`src/rtl/cpu_control_unit_if.sv`:
```
// Instruction-memory fetch handshake between cpu_control_unit and its
// instruction store.
//   imem_addr  control -> memory  8-bit fetch address (the PC)
//   imem_req   control -> memory  fetch request, high for the whole FETCH state
//   imem_ack   memory -> control  data valid this cycle
//   imem_data  memory -> control  16-bit instruction word
interface cpu_control_unit_if;
  logic [7:0]  imem_addr;
  logic        imem_req;
  logic        imem_ack;
  logic [15:0] imem_data;

  modport master (output imem_addr, imem_req, input imem_ack, imem_data);
  modport slave  (input imem_addr, imem_req, output imem_ack, imem_data);
endinterface

```
`src/rtl/cpu_control_unit.sv`:
```
// Multi-cycle control unit for register_file_plus_alu.
// Runs IDLE -> FETCH -> DECODE -> EXECUTE -> FETCH ... and stops in HALT on HLT.
// Ports:
//   clk, rst_n           clock, async active-low reset
//   start                one-cycle pulse, restarts from PC 0 in IDLE/HALT
//   imem                 fetch handshake (master side)
//   N, Z, V, C           datapath ALU flags (combinational)
//   RF_en, RF_addr       register write strobe / destination
//   read_A, read_B       register read selects
//   add_or_sub, out_imm  ALU mode and immediate-operand select
//   ext_B_data           immediate driven to the datapath
//   LHI, LLI             load-high / load-low immediate selects
//   ctro_outR            load output register from read_A
//   flags                stored {N,Z,V,C}
//   halted, illegal      HALT state / sticky undefined-opcode indicator
module cpu_control_unit (
  input  logic                      clk,
  input  logic                      rst_n,
  input  logic                      start,
  cpu_control_unit_if.master        imem,
  input  logic                      N,
  input  logic                      Z,
  input  logic                      V,
  input  logic                      C,
  output logic                      RF_en,
  output logic [2:0]                RF_addr,
  output logic [2:0]                read_A,
  output logic [2:0]                read_B,
  output logic                      add_or_sub,
  output logic                      out_imm,
  output logic [15:0]               ext_B_data,
  output logic                      LHI,
  output logic                      LLI,
  output logic                      ctro_outR,
  output logic [3:0]                flags,
  output logic                      halted,
  output logic                      illegal
);
  typedef enum logic [2:0] {S_IDLE, S_FETCH, S_DECODE, S_EXECUTE, S_HALT} state_t;

  localparam logic [4:0] OP_ADD  = 5'b00000, OP_SUB  = 5'b00001,
                         OP_ADDI = 5'b00010, OP_SUBI = 5'b00011,
                         OP_LLI  = 5'b00100, OP_LHI  = 5'b00101,
                         OP_OUTR = 5'b00110, OP_CMP  = 5'b00111,
                         OP_B    = 5'b01000, OP_BZ   = 5'b01001,
                         OP_HLT  = 5'b11111;

  state_t      state, state_nxt;
  logic [7:0]  pc;
  logic [15:0] ir;
  // Decoded fields, registered in DECODE and held through EXECUTE.
  logic [4:0]  op;
  logic [2:0]  rd, ra, rb;
  logic [7:0]  imm8;
  logic [15:0] sext5;
  logic        taken, set_flags, undef_op;

  assign sext5     = {{11{imm8[4]}}, imm8[4:0]};
  // BZ looks at the stored Z, i.e. flags from before this instruction.
  assign taken     = (op == OP_B) || (op == OP_BZ && flags[2]);
  assign set_flags = (op == OP_ADD) || (op == OP_SUB) || (op == OP_ADDI) ||
                     (op == OP_SUBI) || (op == OP_CMP);
  assign undef_op  = (op > OP_BZ) && (op != OP_HLT);

  // State register
  always_ff @(posedge clk or negedge rst_n) begin
    if (!rst_n) state <= S_IDLE;
    else        state <= state_nxt;
  end

  // Next state
  always_comb begin
    state_nxt = state;
    case (state)
      S_IDLE, S_HALT: if (start) state_nxt = S_FETCH;
      S_FETCH:        if (imem.imem_ack) state_nxt = S_DECODE;
      S_DECODE:       state_nxt = S_EXECUTE;
      S_EXECUTE:      state_nxt = (op == OP_HLT) ? S_HALT : S_FETCH;
      default:        state_nxt = S_IDLE;
    endcase
  end

  // PC, IR, decoded fields, flags, sticky illegal
  always_ff @(posedge clk or negedge rst_n) begin
    if (!rst_n) begin
      pc      <= '0;
      ir      <= '0;
      op      <= '0;
      rd      <= '0;
      ra      <= '0;
      rb      <= '0;
      imm8    <= '0;
      flags   <= '0;
      illegal <= 1'b0;
    end else begin
      case (state)
        S_IDLE, S_HALT: if (start) pc <= '0;
        S_FETCH:        if (imem.imem_ack) ir <= imem.imem_data;
        S_DECODE: begin
          op   <= ir[15:11];
          rd   <= ir[10:8];
          ra   <= ir[7:5];
          rb   <= ir[4:2];
          imm8 <= ir[7:0];
        end
        S_EXECUTE: begin
          if (set_flags) flags <= {N, Z, V, C};
          if (undef_op)  illegal <= 1'b1;
          if (op != OP_HLT) pc <= taken ? pc + 8'd1 + imm8 : pc + 8'd1;
        end
        default: ;
      endcase
    end
  end

  // Outputs: everything comes from the state register, so reset drops
  // imem_req and the EXECUTE strobes immediately.
  assign imem.imem_req  = (state == S_FETCH);
  assign imem.imem_addr = pc;
  assign halted         = (state == S_HALT);

  always_comb begin
    RF_en      = 1'b0;
    RF_addr    = '0;
    read_A     = '0;
    read_B     = '0;
    add_or_sub = 1'b0;
    out_imm    = 1'b0;
    ext_B_data = '0;
    LHI        = 1'b0;
    LLI        = 1'b0;
    ctro_outR  = 1'b0;
    if (state == S_EXECUTE) begin
      case (op)
        OP_ADD, OP_SUB: begin
          RF_en = 1'b1; RF_addr = rd; read_A = ra; read_B = rb;
          add_or_sub = (op == OP_SUB);
        end
        OP_ADDI, OP_SUBI: begin
          RF_en = 1'b1; RF_addr = rd; read_A = ra;
          out_imm = 1'b1; ext_B_data = sext5;
          add_or_sub = (op == OP_SUBI);
        end
        OP_LLI: begin
          RF_en = 1'b1; RF_addr = rd; LLI = 1'b1; ext_B_data = {8'h00, imm8};
        end
        // rd is read back so the datapath can keep its low byte.
        OP_LHI: begin
          RF_en = 1'b1; RF_addr = rd; read_A = rd; LHI = 1'b1;
          ext_B_data = {8'h00, imm8};
        end
        OP_OUTR: begin
          read_A = rd; ctro_outR = 1'b1;
        end
        OP_CMP: begin
          read_A = ra; read_B = rb; add_or_sub = 1'b1;
        end
        default: ;
      endcase
    end
  end
endmodule

```
`src/flat_wrapper.sv`:
```
// flat-port wrapper written by rule: the top's interface ports become plain ports
module cpu_control_unit_flat 
  (clk, rst_n, start, N, Z, V, C, RF_en, RF_addr, read_A, read_B, add_or_sub, out_imm, ext_B_data, LHI, LLI, ctro_outR, flags, halted, illegal, imem_imem_addr, imem_imem_req, imem_imem_ack, imem_imem_data);
  cpu_control_unit_if imem_i ();
  input  logic clk;
  input  logic rst_n;
  input  logic start;
  input  logic N;
  input  logic Z;
  input  logic V;
  input  logic C;
  output logic RF_en;
  output logic [2:0] RF_addr;
  output logic [2:0] read_A;
  output logic [2:0] read_B;
  output logic add_or_sub;
  output logic out_imm;
  output logic [15:0] ext_B_data;
  output logic LHI;
  output logic LLI;
  output logic ctro_outR;
  output logic [3:0] flags;
  output logic halted;
  output logic illegal;
  output wire logic [$bits(imem_i.imem_addr)-1:0] imem_imem_addr;
  output wire logic [$bits(imem_i.imem_req)-1:0] imem_imem_req;
  input wire logic [$bits(imem_i.imem_ack)-1:0] imem_imem_ack;
  input wire logic [$bits(imem_i.imem_data)-1:0] imem_imem_data;
  assign imem_imem_addr = imem_i.imem_addr;
  assign imem_imem_req = imem_i.imem_req;
  assign imem_i.imem_ack = imem_imem_ack;
  assign imem_i.imem_data = imem_imem_data;
  cpu_control_unit u_core (.clk(clk), .rst_n(rst_n), .start(start), .imem(imem_i), .N(N), .Z(Z), .V(V), .C(C), .RF_en(RF_en), .RF_addr(RF_addr), .read_A(read_A), .read_B(read_B), .add_or_sub(add_or_sub), .out_imm(out_imm), .ext_B_data(ext_B_data), .LHI(LHI), .LLI(LLI), .ctro_outR(ctro_outR), .flags(flags), .halted(halted), .illegal(illegal));
endmodule
```
`config.mk`:
```
export PLATFORM = sky130hd
export DESIGN_NAME = cpu_control_unit_flat
export DESIGN_NICKNAME = d
export VERILOG_FILES = /design/src/rtl/cpu_control_unit_if.sv /design/src/rtl/cpu_control_unit.sv /design/src/flat_wrapper.sv
export SDC_FILE = /design/constraint.sdc
export NUM_CORES = 1
export LEC_CHECK = 0
export ABC_CLOCK_PERIOD_IN_PS = 6160
export CAP_MARGIN = 25
export CORE_UTILIZATION = 48
export CTS_BUF_LIST = sky130_fd_sc_hd__clkbuf_8
export CTS_CLUSTER_SIZE = 8
export DETAILED_ROUTE_END_ITERATION = 8
export PLACE_DENSITY = 0.79
export SLEW_MARGIN = 15
export SYNTH_ARGS = -nofsm -noshare
export SYNTH_HDL_FRONTEND = slang
export SYNTH_SLANG_ARGS = --single-unit
```
`constraint.sdc`:
```
create_clock -name clk -period 6.16 [get_ports clk]
set_clock_uncertainty 0.05 [all_clocks]
set_input_delay 1.848 -clock clk [delete_from_list [all_inputs] [get_ports clk]]
set_output_delay 1.848 -clock clk [all_outputs]
set_load 0.005 [all_outputs]
```
==> results of run 1 <==
cell type report:
class | count | area [um^2] | share of cell area
timing repair buffer | 72 | 728.2 | 0.2028
multi-input combinational | 197 | 1394 | 0.3882
inverter | 13 | 48.80 | 0.01359
tap | 72 | 90.09 | 0.02509
sequential | 48 | 1201 | 0.3345
clock inverter | 2 | 60.06 | 0.01672
clock buffer | 5 | 68.82 | 0.01916
per-stage QoR:
| step | cell area [um^2] | power [mW] | cells | hold WS [ns] | setup slack [ns] |
|---|---|---|---|---|---|
| final | 3591 | 1.646 | 409 | 0.4366 | 1.487 |
| after global placement | 3435 | 1.346 | 401 | 0.4077 | 1.928 |
| after floorplan | 2749 | 1.125 | 276 | 0.3960 | 2.363 |
| after CTS | 3591 | 1.658 | 409 | 0.4372 | 1.486 |
| after global routing | 3591 | 1.775 | 409 | 0.4845 | 1.333 |
| after detailed placement | 3462 | 1.387 | 402 | 0.4194 | 1.822 |
cell families after synthesis:
logic type	Yosys count	share of synthesized area
xor+xnor	8	0.02549
mux	37	0.1502
buf+inv	31	0.05599
fa+ha+maj	9	0.04370
flops	48	0.4370
compound gates	53	0.1261
simple gates	90	0.1616
worst paths after layout:
check	start	to
setup / recovery	u_core.state[1]	ext_B_data[4]
hold / removal	u_core.ir[1]	u_core.imm8[1]
setup reg to reg	u_core.imem.imem_addr[0]	u_core.imem.imem_addr[7]
hold reg to reg	u_core.ir[1]	u_core.imm8[1]
max in group asynchronous	rst_n	u_core.imm8[4]
min in group asynchronous	rst_n	u_core.flags[1]
synth_stat cells, types with 7 or more instances:
library cell,instances
nor2_1,18
dfrtp_1,48
mux2_2,34
clkbuf_1,7
ha_1,8
and2_1,9
nor3_1,7
buf_4,7
inv_1,13
nand2_1,26
a21oi_1,16
o21ai_0,10
nand3_1,8
registers in the layout (all words and copies together), names as in the netlist:
signal,count
u_core.rd,3
u_core.imem.imem_addr,8
u_core.ra,1
u_core.imm8,7
u_core.flags,4
u_core.ir,16
u_core.state,3
u_core.illegal,1
u_core.op,5
power by group through the flow:
stage	clock (mW)	combinational [mW]	sequential (mW)
after floorplan	0	0.560	0.565
after global placement	0	0.720	0.626
after detailed placement	0	0.749	0.637
after CTS	0.269	0.757	0.632
after global routing	0.278	0.834	0.662
final	0.263	0.749	0.633
metal layers:
metal	wire length [um]	share of wire	GRT usage
met5	0	0	0
met4	111	0.018	0.07170
met3	143	0.024	0.03059
met2	3251	0.54	0.4035
met1	2569	0.42	0.2743
critical path: cells and delay by family, from the launching register on:
| kind | cells | cell delay, ns |
|---|---|---|
| flip-flops | 1 | 0.41 |
| AO/OA/AOI/OAI | 1 | 0.44 |
| AND/OR/NAND/NOR | 4 | 0.99 |
| buffers and inverters | 2 | 0.64 |
==> results.py, run 1 <==
metrics = {
    "final_layout": {
        "fin_util": 0.6521,
        "nFillCells": 468,
        "area_growth_pct": 30.63,
        "antenna-diode-count": 0,
        "layout_common_cells": "clkdlybuf4s50_1, dfrtp_1, mux2_2",
        "layout_commonest_cell": "clkdlybuf4s50_1",
        "layout-drive-gt1-share": 0.1513,
        "fin_nets": 370,
    },
    "grt": {
        "globalRouteOverflowTotal": 0,
        "grt_pass1_vias": 2215,
        "grt_max_degree": 26,
        "antenna_found_initial": 0,
        "track_usage": 0.2238,
        "grt_pass1_wl_um": 10580,
    },
    "critical_path": {
        "cp.required_ns": 4.26,
        "worstPathCellList": "inv_1 -> nor2_2 -> nand2_1 -> or3_1 -> a21oi_1 -> and2_1 -> clkdlybuf4s50_1",
        "critPathMaxFanout": 15,
        "cp_data_arrival_time_ns": 2.77,
        "r2r_cells": 10,
        "slowest_stage": "or3_1",
        "cp-end-kind": "output port",
        "r2r_setup_slack_ns": 3.11,
        "worstSetupPathType": "reg -> out",
        "setup.worst_path.start_class": "register",
        "critPathMaxStageDelay_ns": 0.54,
    },
    "clock_tree": {
        "cts_hold_buf": 0,
        "cts_setup_buffers": 0,
        "clock-root-buffer": "clkbuf_8",
        "clkSinkCount": 48,
        "ctsResizeCount": 0,
        "clock_path_buffers": 2,
        "h-tree-depth": 2,
        "cts_tree": "done",
        "clk_pin_slew_ns": 0.08,
        "clk_latency_ns": 0.30,
        "cts_buffers": 5,
    },
    "hold_path": {
        "min_path_cells": 2,
        "hold_class": "reg -> reg",
    },
    "yosys": {
        "synth.distinct_cells": 47,
        "yosysTopAreaCellShare": 0.4370,
        "seq_area_frac_synth": 0.4370,
        "synthTopCellsByArea": "dfrtp_1, mux2_2, ha_1",
        "ys_ff_latch": 48,
        "synth_cells": 276,
        "syn_nets": 309,
        "synth_async_sr_flop_share": 1.000,
        "synthFlopType": "dfrtp_1",
        "mappedNetlistArea_um2": 2749,
        "yosysWarningCount": 0,
        "yosys.area.top_type": "dfrtp_1",
        "syn_area_per_cell_um2": 9.960,
        "synth_edf_count": 0,
    },
    "floorplanning": {
        "die_y_um": 77.68,
        "coreArea_um2": 5507,
        "die_area_um2": 6033,
        "ios": 70,
        "fp.dieW_um": 77.68,
        "num_rows": 27,
        "initial_utilization": 0.4992,
    },
    "sta": {
        "setup_viol": 0,
        "max_freq_mhz": 214.0,
        "rsz0062_at_grt": "false",
        "max_slew.worst_pin.slew_ns": 0.6233,
        "fin_crit_ns": 4.673,
        "layout_worst_path_cycle_share": 0.7586,
        "slew_violations": 0,
        "hold_violations": 0,
        "fin_tns_setup_ns": 0,
        "relSlewSlack": 0.5845,
    },
    "pwr": {
        "power.share.combinational": 0.455,
        "swShare": 0.3750,
        "p_clk_frac": 0.160,
        "p_leak_nw": 1.460,
        "ir_worst_vdd_mv": 0.2196,
        "power.density_nw_per_um2": 458.2,
        "p_sw_mw": 0.6171,
        "pwr-share-seq": 0.385,
        "intPower_mw": 1.028,
    },
    "routing": {
        "ant_nets": 0,
        "first_pass_iters": 5,
        "vias": 2218,
        "via_per_inst": 5.423,
        "drc": 0,
        "drtIter0Drc": 103,
        "wire_per_inst_um": 14.85,
        "totalWireLength_um": 6075,
    },
    "flow_run": {
        "max_cap_violations": 0,
    },
    "placed_design": {
        "place_congestion": 0.8474,
        "portBuffers": 69,
        "hpwl_um": 4689,
    },
    "status": {
        "status": "complete, no violations",
    },
}
(Power assumes the default switching activity.)
==> run 2: changes to the inputs <==
--- a/config.mk
+++ b/config.mk
@@ -5,9 +5,9 @@
 export SDC_FILE = /design/constraint.sdc
 export NUM_CORES = 1
 export LEC_CHECK = 0
-export ABC_CLOCK_PERIOD_IN_PS = 6160
+export ABC_CLOCK_PERIOD_IN_PS = 4250
 export CAP_MARGIN = 25
-export CORE_UTILIZATION = 48
+export CORE_UTILIZATION = 46
 export CTS_BUF_LIST = sky130_fd_sc_hd__clkbuf_8
 export CTS_CLUSTER_SIZE = 8
 export DETAILED_ROUTE_END_ITERATION = 8
==> constraint.sdc (replaced) <==
create_clock -name clk -period 4.25 [get_ports clk]
set_clock_uncertainty 0.05 [all_clocks]
set_input_delay 1.275 -clock clk [delete_from_list [all_inputs] [get_ports clk]]
set_output_delay 1.275 -clock clk [all_outputs]
set_load 0.005 [all_outputs]
==> results.py, run 2 (synthesized netlist as in run 1, its figures left out) <==
metrics = {
    "sta": {
        "fin_tns_setup_ns": 0,
        "rsz0062_at_grt": "false",
        "fin_crit_ns": 4.035,
        "layout_worst_path_cycle_share": 0.9495,
        "slew_violations": 0,
        "setup_ws_ns": 0.2147,
        "max_freq_mhz": 247.8,
        "relSlewSlack": 0.6264,
        "max_slew.worst_pin.slew_ns": 0.5604,
        "setup_viol": 0,
        "hold_violations": 0,
    },
    "routing": {
        "via_per_inst": 5.415,
        "ant_nets": 0,
        "top_layer_used": "met4",
        "drtIter0Drc": 91,
        "drc": 0,
        "vias": 2220,
        "met2_length_um": 3233,
        "first_pass_iters": 4,
        "wire_per_inst_um": 15.00,
        "wirelength_met1_um": 2650,
        "wl_met3_um": 178,
        "totalWireLength_um": 6151,
    },
    "status": {
        "status": "complete, no violations",
    },
    "floorplanning": {
        "die_y_um": 79.31,
        "fp.dieW_um": 79.31,
        "coreArea_um2": 5642,
        "die_area_um2": 6289,
        "initial_utilization": 0.4872,
        "num_rows": 27,
        "ios": 70,
    },
    "final_layout": {
        "area_growth_pct": 29.36,
        "antenna-diode-count": 0,
        "seq_area_um2": 1201,
        "multi_input_area_um2": 1398,
        "layout_commonest_cell": "clkdlybuf4s50_1",
        "top_register": "u_core.ir",
        "nFillCells": 476,
        "fin_nets": 370,
        "fin_cells": 410,
        "layout_common_cells": "clkdlybuf4s50_1, dfrtp_1, mux2_2",
        "largest_reg_flops": 16,
        "fin_util": 0.6303,
        "layout-drive-gt1-share": 0.1568,
    },
    "clock_tree": {
        "clk_pin_slew_ns": 0.09,
        "cts_buffers": 5,
        "clock-root-buffer": "clkbuf_8",
        "h-tree-depth": 2,
        "clock_path_buffers": 2,
        "cts_hold_buf": 0,
        "cts_setup_buffers": 0,
        "clkSinkCount": 48,
        "cts_tree": "done",
        "clk_latency_ns": 0.30,
        "ctsResizeCount": 0,
    },
    "critical_path": {
        "critPathMaxStageDelay_ns": 0.59,
        "worstSetupPathType": "reg -> out",
        "slowest_stage": "clkdlybuf4s50_1",
        "setup.worst_path.start_class": "register",
        "cp.required_ns": 2.92,
        "cp_data_arrival_time_ns": 2.71,
        "critPathMaxFanout": 15,
        "cp-end-kind": "output port",
        "worstPathCellList": "inv_1 -> nor2_2 -> nand2_1 -> or3_1 -> nor2_1 -> clkdlybuf4s50_1",
    },
    "placed_design": {
        "dp_cells": 402,
        "hpwl_um": 4740,
        "pre_cts_ws_ns": 0.4800,
        "portBuffers": 69,
        "place_congestion": 0.7935,
    },
    "grt": {
        "grt_pass1_vias": 2237,
        "antenna_found_initial": 0,
        "globalRouteOverflowTotal": 0,
        "grt_max_degree": 35,
        "track_usage": 0.2186,
        "grt_pass1_wl_um": 10690,
    },
    "pwr": {
        "p_leak_nw": 1.436,
        "ir_worst_vdd_mv": 0.3948,
        "power.density_nw_per_um2": 645.3,
    },
    "hold_path": {
        "hold_class": "reg -> reg",
    },
    "flow_run": {
        "max_cap_violations": 0,
    },
}
run 2: final cells by class:
| class | instances | area share |
|---|---|---|
| sequential | 48 | 0.3378 |
| tap | 72 | 0.02533 |
| clock inverter | 2 | 0.004222 |
| clock buffer | 6 | 0.02322 |
| inverter | 13 | 0.01372 |
| timing repair buffer | 72 | 0.2027 |
| multi-input combinational | 197 | 0.3930 |
run 2: metal layers:
layer | vias to the layer above | global-route usage
li1 | 1086 | -
met1 | 1076 | 0.2773
met2 | 50 | 0.3767
met3 | 8 | 0.03448
met4 | 0 | 0.07455
met5 | - | 0
run 2: through the flow:
stage                     area (um^2)  power [mW]  hold slack (ns)
after CTS                        3552       2.310           0.4403
after detailed placement         3455       2.013           0.4153
after floorplan                  2749       1.631           0.3960
final                            3556       2.295           0.4347
after global placement           3435       1.954           0.4088
after global routing             3556       2.493           0.4489
run 2: worst max-delay path: cells and delay by family, from the launching register on:
kind / cells / cell delay, ns
and+or+nand+nor: 4 / 1.23
buffers and inverters: 2 / 0.73
DFF: 1 / 0.43
run 2: report_power, final:
group	switching [mW]	leakage (nW)	internal (mW)
combinational	0.498	0.808	0.589
clock	0.161	0.0434	0.132
sequential	0.246	0.584	0.669
run 2: path summary, 6_finish.rpt:
kind                            depth (start not counted)  slack [ns]                startpoint                       end
worst max-delay path                                    6        0.21           u_core.state[1]            ext_B_data[13]
worst min register to register                          1        0.43            u_core.illegal            u_core.illegal
min in group asynchronous                               1        0.83                     rst_n           u_core.flags[0]
max in group asynchronous                               2        2.82                     rst_n            u_core.imm8[3]
worst max register to register                         10        1.25  u_core.imem.imem_addr[0]  u_core.imem.imem_addr[7]
worst min-delay path                                    1        0.43            u_core.illegal            u_core.illegal
==> run 3: changes to the inputs <==
--- a/config.mk
+++ b/config.mk
@@ -5,13 +5,13 @@
 export SDC_FILE = /design/constraint.sdc
 export NUM_CORES = 1
 export LEC_CHECK = 0
-export ABC_CLOCK_PERIOD_IN_PS = 4250
+export ABC_CLOCK_PERIOD_IN_PS = 4640
 export CAP_MARGIN = 25
-export CORE_UTILIZATION = 46
+export CORE_UTILIZATION = 48
 export CTS_BUF_LIST = sky130_fd_sc_hd__clkbuf_8
 export CTS_CLUSTER_SIZE = 8
 export DETAILED_ROUTE_END_ITERATION = 8
-export PLACE_DENSITY = 0.79
+export PLACE_DENSITY_LB_ADDON = 0.08
 export SLEW_MARGIN = 15
 export SYNTH_ARGS = -nofsm -noshare
 export SYNTH_HDL_FRONTEND = slang
==> constraint.sdc (replaced) <==
create_clock -name clk -period 4.64 [get_ports clk]
set_clock_uncertainty 0.05 [all_clocks]
set_input_delay 1.392 -clock clk [delete_from_list [all_inputs] [get_ports clk]]
set_output_delay 1.392 -clock clk [all_outputs]
set_load 0.005 [all_outputs]
==> results.py, run 3 (synthesized netlist as in run 1, its figures left out) <==
metrics = {
    "grt": {
        "grt_pass1_wl_um": 10340,
        "grt_pass1_vias": 2172,
        "grt_max_degree": 36,
        "antenna_found_initial": 0,
        "globalRouteOverflowTotal": 0,
        "track_usage": 0.2170,
    },
    "critical_path": {
        "cp-end-kind": "output port",
        "worstSetupPathType": "reg -> out",
        "cp_data_arrival_time_ns": 2.79,
        "critPathMaxFanout": 15,
        "cp.required_ns": 3.20,
        "setup.worst_path.start_class": "register",
    },
    "pwr": {
        "ir_worst_vdd_mv": 0.2874,
        "p_leak_nw": 1.445,
        "power.density_nw_per_um2": 590.1,
        "power.total_mw": 2.097,
    },
    "sta": {
        "fin_crit_ns": 4.230,
        "slew_violations": 0,
        "rsz0062_at_grt": "false",
        "fin_tns_setup_ns": 0,
        "relSlewSlack": 0.6073,
        "max_slew.worst_pin.slew_ns": 0.5891,
        "layout_worst_path_cycle_share": 0.9116,
        "max_freq_mhz": 236.4,
        "hold_violations": 0,
        "setup_viol": 0,
    },
    "flow_run": {
        "max_cap_violations": 0,
    },
    "clock_tree": {
        "cts_buffers": 5,
        "cts_tree": "done",
        "clkSinkCount": 48,
        "cts_hold_buf": 0,
        "cts_setup_buffers": 0,
        "ctsResizeCount": 0,
        "clk_pin_slew_ns": 0.10,
        "clock_path_buffers": 2,
        "clk_latency_ns": 0.30,
        "clock-root-buffer": "clkbuf_8",
        "h-tree-depth": 2,
    },
    "placed_design": {
        "place_congestion": 0.8240,
        "portBuffers": 69,
        "hpwl_um": 4510,
        "dp_cells": 402,
    },
    "final_layout": {
        "fin_nets": 370,
        "fin_cells": 410,
        "top_register": "u_core.ir",
        "antenna-diode-count": 0,
        "largest_reg_flops": 16,
        "layout-drive-gt1-share": 0.1538,
        "layout_common_cells": "clkdlybuf4s50_1, dfrtp_1, mux2_2",
        "nFillCells": 472,
        "layout_commonest_cell": "clkdlybuf4s50_1",
        "area_growth_pct": 29.31,
    },
    "routing": {
        "vias": 2232,
        "wire_per_inst_um": 14.43,
        "drc": 0,
        "drtIter0Drc": 112,
        "ant_nets": 0,
        "totalWireLength_um": 5918,
        "first_pass_iters": 5,
        "via_per_inst": 5.444,
    },
    "hold_path": {
        "hold_class": "reg -> reg",
    },
    "floorplanning": {
        "die_area_um2": 6033,
        "initial_utilization": 0.4992,
        "ios": 70,
        "die_y_um": 77.68,
        "num_rows": 27,
        "fp.dieW_um": 77.68,
        "coreArea_um2": 5507,
    },
    "status": {
        "status": "complete, no violations",
    },
}
==> run 3: cell types whose count changed in the layout (fill, tap and decap cells not counted), sizes merged <==
cell and delta:
clkinvlp -2, inv +2
==> run 3: stage by stage <==
step | util | hold slack (ns) | setup WS, ns | cell area [um^2]
finish | 0.6455 | 0.4462 | 0.4103 | 3555
global route | 0.6455 | 0.4793 | 0.2560 | 3555
CTS | 0.6455 | 0.4553 | 0.4183 | 3555
detailed placement | 0.6274 | 0.4292 | 0.7536 | 3455
global placement | 0.6237 | 0.4123 | 0.8440 | 3435
floorplan | - | 0.3960 | 1.299 | 2749
==> run 3: where the power goes <==
part	total [mW]	internal (mW)	leakage, nW	switching [mW]
clock network	0.281	0.125	0.0522	0.156
registers	0.830	0.612	0.584	0.217
logic	0.987	0.540	0.809	0.447
total	2.10	1.28	1.44	0.820
==> run 3: worst paths after layout <==
| path | startpoint | endpoint | slack, ns | cells past startpoint |
|---|---|---|---|---|
| min in group asynchronous | rst_n | u_core.flags[0] | 0.94 | 1 |
| setup / recovery | u_core.state[1] | ext_B_data[4] | 0.41 | 7 |
| hold / removal | u_core.illegal | u_core.illegal | 0.45 | 1 |
| setup reg to reg | u_core.imem.imem_addr[0] | u_core.imem.imem_addr[7] | 1.61 | 10 |
| max in group asynchronous | rst_n | u_core.ir[7] | 3.10 | 2 |
| hold reg to reg | u_core.illegal | u_core.illegal | 0.45 | 1 |
==> run 3: worst max-delay path: stages (launching register included) <==
cell             delay [ns]
dfrtp_1                0.42
inv_1                  0.13
nor2_2                 0.17
nand2_1                0.11
or3_1                  0.54
a21oi_1                0.42
and2_1                 0.21
clkdlybuf4s50_1        0.50
==> run 3: cell type report <==
type	count	area (um^2)	area share
Timing Repair Buffer	72	720.7	0.2027
Tap cell	72	90.09	0.02534
Clock inverter	2	17.52	0.004928
Sequential cell	48	1201	0.3379
Clock buffer	6	82.58	0.02323
Multi-Input combinational cell	197	1394	0.3921
Inverter	13	48.80	0.01373
==> run 3: per-layer routing <==
| layer | global-route usage | wire (um) | vias up |
|---|---|---|---|
| li1 | - | - | 1082 |
| met1 | 0.2848 | 2692 | 1090 |
| met2 | 0.3611 | 2939 | 54 |
| met3 | 0.03765 | 205 | 6 |
| met4 | 0.07358 | 80 | 0 |
| met5 | 0 | 0 | - |
